**src/rtl/spike_rate_decoder.sv**
```systemverilog
// rtl/spike_rate_decoder.sv - decodes a spike train into per-window rate and inter-spike interval
module spike_rate_decoder #(
    parameter int CNT_W = 8,
    parameter int WIN_W = 8
) (
    input  logic             clk,
    input  logic             rst_n,
    input  logic             ena,
    input  logic             clear,
    input  logic             spike_in,
    input  logic [WIN_W-1:0] win_len,
    output logic [CNT_W-1:0] rate_out,
    output logic             rate_valid,
    output logic [CNT_W-1:0] isi_out,
    output logic             isi_valid,
    output logic             isi_sat
);

    typedef enum logic {
        NO_REF = 1'b0,
        TIMING = 1'b1
    } isi_state_t;

    localparam logic [CNT_W-1:0] CNT_MAX = '1;

    logic             r_spike_prev;
    logic             r_arm;
    logic [WIN_W-1:0] r_win_len_q;
    logic [WIN_W-1:0] r_win_cnt;
    logic [CNT_W-1:0] r_spike_cnt;
    logic [CNT_W-1:0] r_rate_out;
    logic             r_rate_valid;
    isi_state_t       r_state;
    logic [CNT_W-1:0] r_isi_cnt;
    logic [CNT_W-1:0] r_isi_out;
    logic             r_isi_valid;
    logic             r_isi_sat;

    logic             w_edge_en;
    logic [WIN_W-1:0] w_len_cur;
    logic [WIN_W-1:0] w_len_m1;
    logic             w_last;
    logic [CNT_W-1:0] w_spike_nxt;
    isi_state_t       w_state_nxt;
    logic             w_isi_capture;
    logic             w_isi_restart;

    // Edges seen while ena is low are dropped, not deferred.
    assign w_edge_en = spike_in & ~r_spike_prev & ena;
    // r_arm marks the first cycle after reset/clear, when win_len has not been latched yet.
    assign w_len_cur = r_arm ? win_len : r_win_len_q;
    // A length of 0 wraps to all ones, giving a 2^WIN_W cycle window.
    assign w_len_m1  = w_len_cur - WIN_W'(1);
    assign w_last    = (r_win_cnt == w_len_m1);

    always_comb begin
        w_spike_nxt = r_spike_cnt;
        if (w_edge_en && (r_spike_cnt != CNT_MAX)) begin
            w_spike_nxt = r_spike_cnt + CNT_W'(1);
        end
    end

    always_ff @(posedge clk or negedge rst_n) begin
        if (!rst_n) begin
            r_spike_prev <= 1'b0;
            r_arm        <= 1'b1;
            r_win_len_q  <= '0;
            r_win_cnt    <= '0;
            r_spike_cnt  <= '0;
            r_rate_out   <= '0;
            r_rate_valid <= 1'b0;
        end else if (clear) begin
            r_spike_prev <= 1'b0;
            r_arm        <= 1'b1;
            r_win_len_q  <= '0;
            r_win_cnt    <= '0;
            r_spike_cnt  <= '0;
            r_rate_out   <= '0;
            r_rate_valid <= 1'b0;
        end else begin
            r_spike_prev <= spike_in;
            r_arm        <= 1'b0;
            r_rate_valid <= 1'b0;
            if (r_arm) begin
                r_win_len_q <= win_len;
            end
            if (ena) begin
                if (w_last) begin
                    r_rate_out   <= w_spike_nxt;
                    r_rate_valid <= 1'b1;
                    r_spike_cnt  <= '0;
                    r_win_cnt    <= '0;
                    r_win_len_q  <= win_len;
                end else begin
                    r_spike_cnt <= w_spike_nxt;
                    r_win_cnt   <= r_win_cnt + WIN_W'(1);
                end
            end
        end
    end

    always_ff @(posedge clk or negedge rst_n) begin
        if (!rst_n) begin
            r_state <= NO_REF;
        end else if (clear) begin
            r_state <= NO_REF;
        end else begin
            r_state <= w_state_nxt;
        end
    end

    always_comb begin
        w_state_nxt   = r_state;
        w_isi_capture = 1'b0;
        w_isi_restart = 1'b0;
        case (r_state)
            NO_REF: begin
                if (w_edge_en) begin
                    w_state_nxt   = TIMING;
                    w_isi_restart = 1'b1;
                end
            end
            TIMING: begin
                if (w_edge_en) begin
                    w_isi_capture = 1'b1;
                    w_isi_restart = 1'b1;
                end
            end
            default: w_state_nxt = NO_REF;
        endcase
    end

    always_ff @(posedge clk or negedge rst_n) begin
        if (!rst_n) begin
            r_isi_cnt   <= '0;
            r_isi_out   <= '0;
            r_isi_valid <= 1'b0;
            r_isi_sat   <= 1'b0;
        end else if (clear) begin
            r_isi_cnt   <= '0;
            r_isi_out   <= '0;
            r_isi_valid <= 1'b0;
            r_isi_sat   <= 1'b0;
        end else begin
            r_isi_valid <= 1'b0;
            if (w_isi_restart) begin
                r_isi_cnt <= CNT_W'(1);
            end else if (ena && (r_state == TIMING) && (r_isi_cnt != CNT_MAX)) begin
                r_isi_cnt <= r_isi_cnt + CNT_W'(1);
            end
            if (w_isi_capture) begin
                r_isi_out   <= r_isi_cnt;
                r_isi_sat   <= (r_isi_cnt == CNT_MAX);
                r_isi_valid <= 1'b1;
            end
        end
    end

    assign rate_out   = r_rate_out;
    assign rate_valid = r_rate_valid;
    assign isi_out    = r_isi_out;
    assign isi_valid  = r_isi_valid;
    assign isi_sat    = r_isi_sat;

endmodule
```
**config.mk**
```make
export PLATFORM = sky130hd
export DESIGN_NAME = spike_rate_decoder
export DESIGN_NICKNAME = d
export VERILOG_FILES = /design/src/rtl/spike_rate_decoder.sv
export SDC_FILE = /design/constraint.sdc
export NUM_CORES = 1
export LEC_CHECK = 0
export ABC_AREA = 1
export BUFFER_PORTS_ARGS = -buffer_cell sky130_fd_sc_hd__buf_2
export CAP_MARGIN = 20
export CELL_PAD_IN_SITES_DETAIL_PLACEMENT = 0
export CELL_PAD_IN_SITES_GLOBAL_PLACEMENT = 1
export CORE_MARGIN = 10
export CORE_UTILIZATION = 46
export CTS_CLUSTER_SIZE = 16
export DETAILED_ROUTE_END_ITERATION = 8
export PLACE_DENSITY = 0.91
export SYNTH_ARGS = -nofsm -noshare
export SYNTH_HDL_FRONTEND = slang
export SYNTH_SLANG_ARGS = --single-unit
```
**constraint.sdc**
```tcl
create_clock -name clk -period 5.9 [get_ports clk]
set_input_delay 0.59 -clock clk [delete_from_list [all_inputs] [get_ports clk]]
set_output_delay 0.59 -clock clk [all_outputs]
set_load 0.02 [all_outputs]
```
# After elaboration in Yosys (flattened, before gate mapping)
# Index checks and enable logic that the tools add are counted.
[totals]
regBits = 54
latchBits = 0
mem_bits_rw = 0
romBits = 0
input_bits = 13
output_inout_bits = 19
word_cells = 63
memories = 0
[classes]
add_sub_neg = 4
mul = 0
div_mod_pow = 0
n_lt_le_gt_ge = 0
eq_ne = 4
shifts = 0
mux = 32
bitwise_logic = 3
reduce_logical = 8
[ops]
columns = ["op", "count"]
rows = [
  ["8-bit two-way mux", 19],
  ["8-bit by 1-bit adder with 8-bit output (second input constant)", 3],
  ["8-bit inequality test (second input constant)", 2],
  ["1-bit two-way mux", 13],
  ["8-bit == test", 1],
  ["8-bit == test (second input constant)", 1],
  ["8-bit by 1-bit subtractor with 8-bit output (second input constant)", 1],
  ["2-bit nonzero test", 3],
  ["1-bit logical AND", 3],
  ["3-bit nonzero test", 1],
  ["1-bit bitwise AND", 2],
  ["2-bit AND reduction", 1],
  ["1-bit NOT", 1],
]

# Logic depth before layout (Yosys ltp)
[depth]
ltp_word = 8
ltp_mapped = 17
ltp_nobuf = 15

# Worst setup path after synthesis
# Ideal clock, no wire load.
[synth_timing]
path_kind = "register to register"
from = "register r_arm"
to = "register r_spike_cnt[3]"
setup_time_ns = 0.129
arrival_ns = 2.001
required_time_ns = 5.771
setup_slack_ns = 3.770
stages_incl_launch_ff = 14
path_buffers = 1
synth_period_minus_slack_ns = 2.130
cell_sequence = "dfstp_2 -> buf_6 -> inv_6 -> nand2_2 -> nand2_2 -> ha_1 -> xor2_1 -> nand2_1 -> nor2_1 -> nand3_1 -> nor2_1 -> nand3_2 -> nand2_2 -> o21ai_0"
[synth_via]
elab_chain_cells = 6
[synth_lines]
columns = ["element", "line_no", "source"]
rows = [
  ["from (decl)", "27", "logic r_arm;"],
  ["from (signal assigned)", "66", "r_arm <= 1'b1;"],
  ["from (signal assigned)", "74", "r_arm <= 1'b1;"],
  ["from (signal assigned)", "82", "r_arm <= 1'b0;"],
  ["8-bit two-way mux", "51", "assign w_len_cur = r_arm ? win_len : r_win_len_q;"],
  ["8-bit by 1-bit subtractor with 8-bit output", "53", "assign w_len_m1 = w_len_cur - WIN_W'(1);"],
  ["8-bit == test", "54", "assign w_last = (r_win_cnt == w_len_m1);"],
  ["8-bit two-way mux", "88", "if (w_last) begin"],
  ["8-bit two-way mux", "87", "if (ena) begin"],
  ["8-bit two-way mux", "72", "end else if (clear) begin"],
  ["to (signal assigned)", "95", "r_spike_cnt <= w_spike_nxt;"],
  ["to (decl)", "30", "logic [CNT_W-1:0] r_spike_cnt;"],
]
# Every way passes these cells. The select of a mux whose other input is x is not followed.
# A chain may end at the register's enable or synchronous reset.

# Final worst setup path
[layout_timing]
from = "register r_arm"
to = "register r_rate_out[1], in the netlist rate_out[1]"
[layout_via]
elab_chain_cells = 5
[layout_lines]
columns = ["element", "line_no", "source"]
rows = [
  ["8-bit two-way mux", "51", ""],
  ["8-bit by 1-bit subtractor with 8-bit output", "53", ""],
  ["8-bit == test", "54", ""],
  ["2-bit nonzero test (no line)", "--", ""],
  ["2-bit AND reduction (no line)", "--", ""],
  ["to (signal assigned)", "89", "r_rate_out <= w_spike_nxt;"],
  ["to (decl)", "31", "logic [CNT_W-1:0] r_rate_out;"],
]
# Every way passes these cells.

==> reports/qor.csv <==
stage,metric,value,unit
routing,wl_per_cell,14.15,um
routing,antenna_left,0,
setup_path,endpoint_kind,register,
routing,route.detailed.drc,0,
logic_synthesis,syn_nets,454,
grt,grt_pass1_wl,12.99,mm
cells_and_area,fillCellCount,691,
grt,grt.overflow.total,0,
floorplan,dieWidth,103.3,um
setup_path,arrival,3.01,ns
floorplan,initial_core_util,0.4724,
logic_synthesis,syn_area,3192,um^2
power,p_leak,1.777,nW
floorplan,io_pins,32,
routing,vias,2849,
logic_synthesis,yosysUniqueCellTypes,34,
logic_synthesis,synth_area_per_cell,7.304,um^2
clock_tree,cts_tree,built,
clock_tree,htreeDepth,2,
sta,max_freq,362.3,MHz
grt,grt_start_max_net_pins,55,
cells_and_area,diodes,0,
sta,worst_pin_slew,0.9420,ns
logic_synthesis,seq_area_frac_synth,0.4238,
cells_and_area,final-seq-area,1353,um^2
sta,clock_skew,0.01704,ns
floorplan,coreArea,6756,um^2
sta,final_hold_viol_count,0,
flow_run,drv_cap,0,
power,ir_drop,0.09537,mV
grt,antenna_found_initial,0,
setup_path,required,6.15,ns
sta,slew_viol_final,0,
routing,firstDrtPassIters,4,
clock_tree,clock_latency,0.32,ns
grt,grt_pass1_vias,2765,
cells_and_area,layout.nets,480,
sta,relSlewSlack,0.3697,
power,power_density,221.0,nW/um^2
sta,finalSetupTns,0,ns
worst_hold_path,hp-class,in2async,
sta,rsz0062_at_grt,no,
cells_and_area,fin_util,0.5174,
sta,period_minus_slack,2.760,ns
clock_tree,cts_setup_buffers,0,
floorplan,die_h,103.3,um
clock_tree,cts_buffers,5,
clock_tree,ctsHoldBuffers,0,
logic_synthesis,ys_warn_count,0,
place,routabilityCongestion,0.8674,
cells_and_area,final_common_cell,nand2_1,
cells_and_area,layout_common_cells,"nand2_1, nand3_1, dfrtp_1",
place,dp_hpwl,5.720,mm
sta,fin_crit_sh,0.4678,
cells_and_area,drive_above_1_share,0.1401,
routing,viasPerCell,5.237,
logic_synthesis,syn_inst,437,
setup_path,worst-path-max-fanout,17,
place,portBuffers,31,
floorplan,rows,30,
clock_tree,cts.clk_slew.worst_paths,0.11,ns
sta,setup_viol,0,
clock_tree,cts_root_buffer,clkbuf_8,
routing,drt_wl_total,7.699,mm
routing,drt_iter0_drc,185,
clock_tree,clock_sinks,54,
grt,track_usage,0.1521,
clock_tree,ctsResizeCount,0,
clock_tree,clockBufferDepth,2,
setup_path,criticalPathCategory,reg2reg,
setup_path,cp-start-kind,register,
cells_and_area,syn2layout_area_growth,9.526,%
run_status,status,finished clean,
logic_synthesis,synth-seq-cells,54,
floorplan,dieArea,10670,um^2
cells_and_area,multi_input_comb_area,1540,um^2
[worst max-delay path, cell delays in order (launching register included)]
cell     delay [ns]
dfstp_2        0.77
inv_6          0.09
nand2_2        0.07
nand2_2        0.10
ha_1           0.31
xor2_1         0.14
nand2_1        0.06
nor2_1         0.17
nand2_1        0.09
nor2_1         0.09
nand3_1        0.08
nor2_2         0.45
nand4_1        0.16
nand2_1        0.11
[per-stage QoR]
step | hold WS [ns] | total power [mW] | cell area [um^2] | instances | setup WS [ns]
after floorplan | 0.2944 | 0.4779 | 3192 | 437 | 3.770
after global placement | 0.4734 | 0.5087 | 3374 | 536 | 3.296
after detailed placement | 0.4943 | 0.5112 | 3374 | 536 | 3.196
after CTS | 0.4182 | 0.7785 | 3496 | 544 | 3.167
after global routing | 0.4381 | 0.8112 | 3496 | 544 | 2.917
final | 0.3633 | 0.7726 | 3496 | 544 | 3.140
[layout make-up]
type                       count  area share
clock buffer                   6     0.02362
clock inverter                 2     0.01110
inverter                      55     0.06049
multi-input combinational    314      0.4406
sequential                    54      0.3869
tap                           80     0.02863
timing repair buffer          33     0.04868
[routing by layer]
metal	share of wire	wire, um	up-vias	global-route usage
li1	-	-	1450	-
met1	0.45	3474	1346	0.1800
met2	0.50	3858	44	0.2725
met3	0.038	294	9	0.03189
met4	0.0094	72	0	0.03957
met5	0	0	-	0
[final timing paths]
path	startpoint	to	slack, ns	cells past startpoint
setup reg to reg	r_arm	rate_out[1]	3.14	13
hold reg to reg	rate_out[4]	rate_out[4]	0.52	2
hold / removal	rst_n	r_win_len_q[1]	0.36	2
max in group asynchronous	rst_n	rate_out[5]	5.03	2
setup / recovery	r_arm	rate_out[1]	3.14	13
min in group clk	spike_in	r_spike_prev	0.50	3
[Yosys cell counts, drive strengths merged]
cell type	count	area share
a211oi	1	0.0024
a21oi	6	0.0094
a31oi	1	0.0020
buf	9	0.022
clkbuf	5	0.0059
dfrtp	53	0.42
dfstp	1	0.0082
ha	4	0.016
inv	55	0.066
nand2	134	0.17
nand3	63	0.10
nand4	12	0.024
nor2	39	0.051
nor3	7	0.013
o211ai	1	0.0024
o21a	2	0.0047
o21ai	29	0.045
o41ai	1	0.0027
xnor2	3	0.0082
xor2	11	0.030
[power breakdown]
| group | total, mW | leakage, nW | internal, mW | switching [mW] |
|---|---|---|---|---|
| logic | 0.115 | 0.976 | 0.0340 | 0.0811 |
| registers | 0.389 | 0.739 | 0.380 | 0.00886 |
| clock network | 0.269 | 0.0618 | 0.140 | 0.129 |
| total | 0.773 | 1.78 | 0.554 | 0.219 |
[sequential cells by signal, summed over array words and instances (netlist names)]
register,cells
isi_out,8
isi_sat,1
isi_valid,1
r_arm,1
r_isi_cnt,8
r_spike_cnt,8
r_spike_prev,1
r_state,1
r_win_cnt,8
r_win_len_q,8
rate_out,8
rate_valid,1
[cells by family after synthesis]
kind of cell,Yosys count,share of synthesized area
flops,54,0.4238
buf+inv,69,0.09369
compound gates,41,0.06900
xor+xnor,14,0.03842
fa+ha+maj,4,0.01568
simple gates,255,0.3595
(Power assumes the default switching activity.)
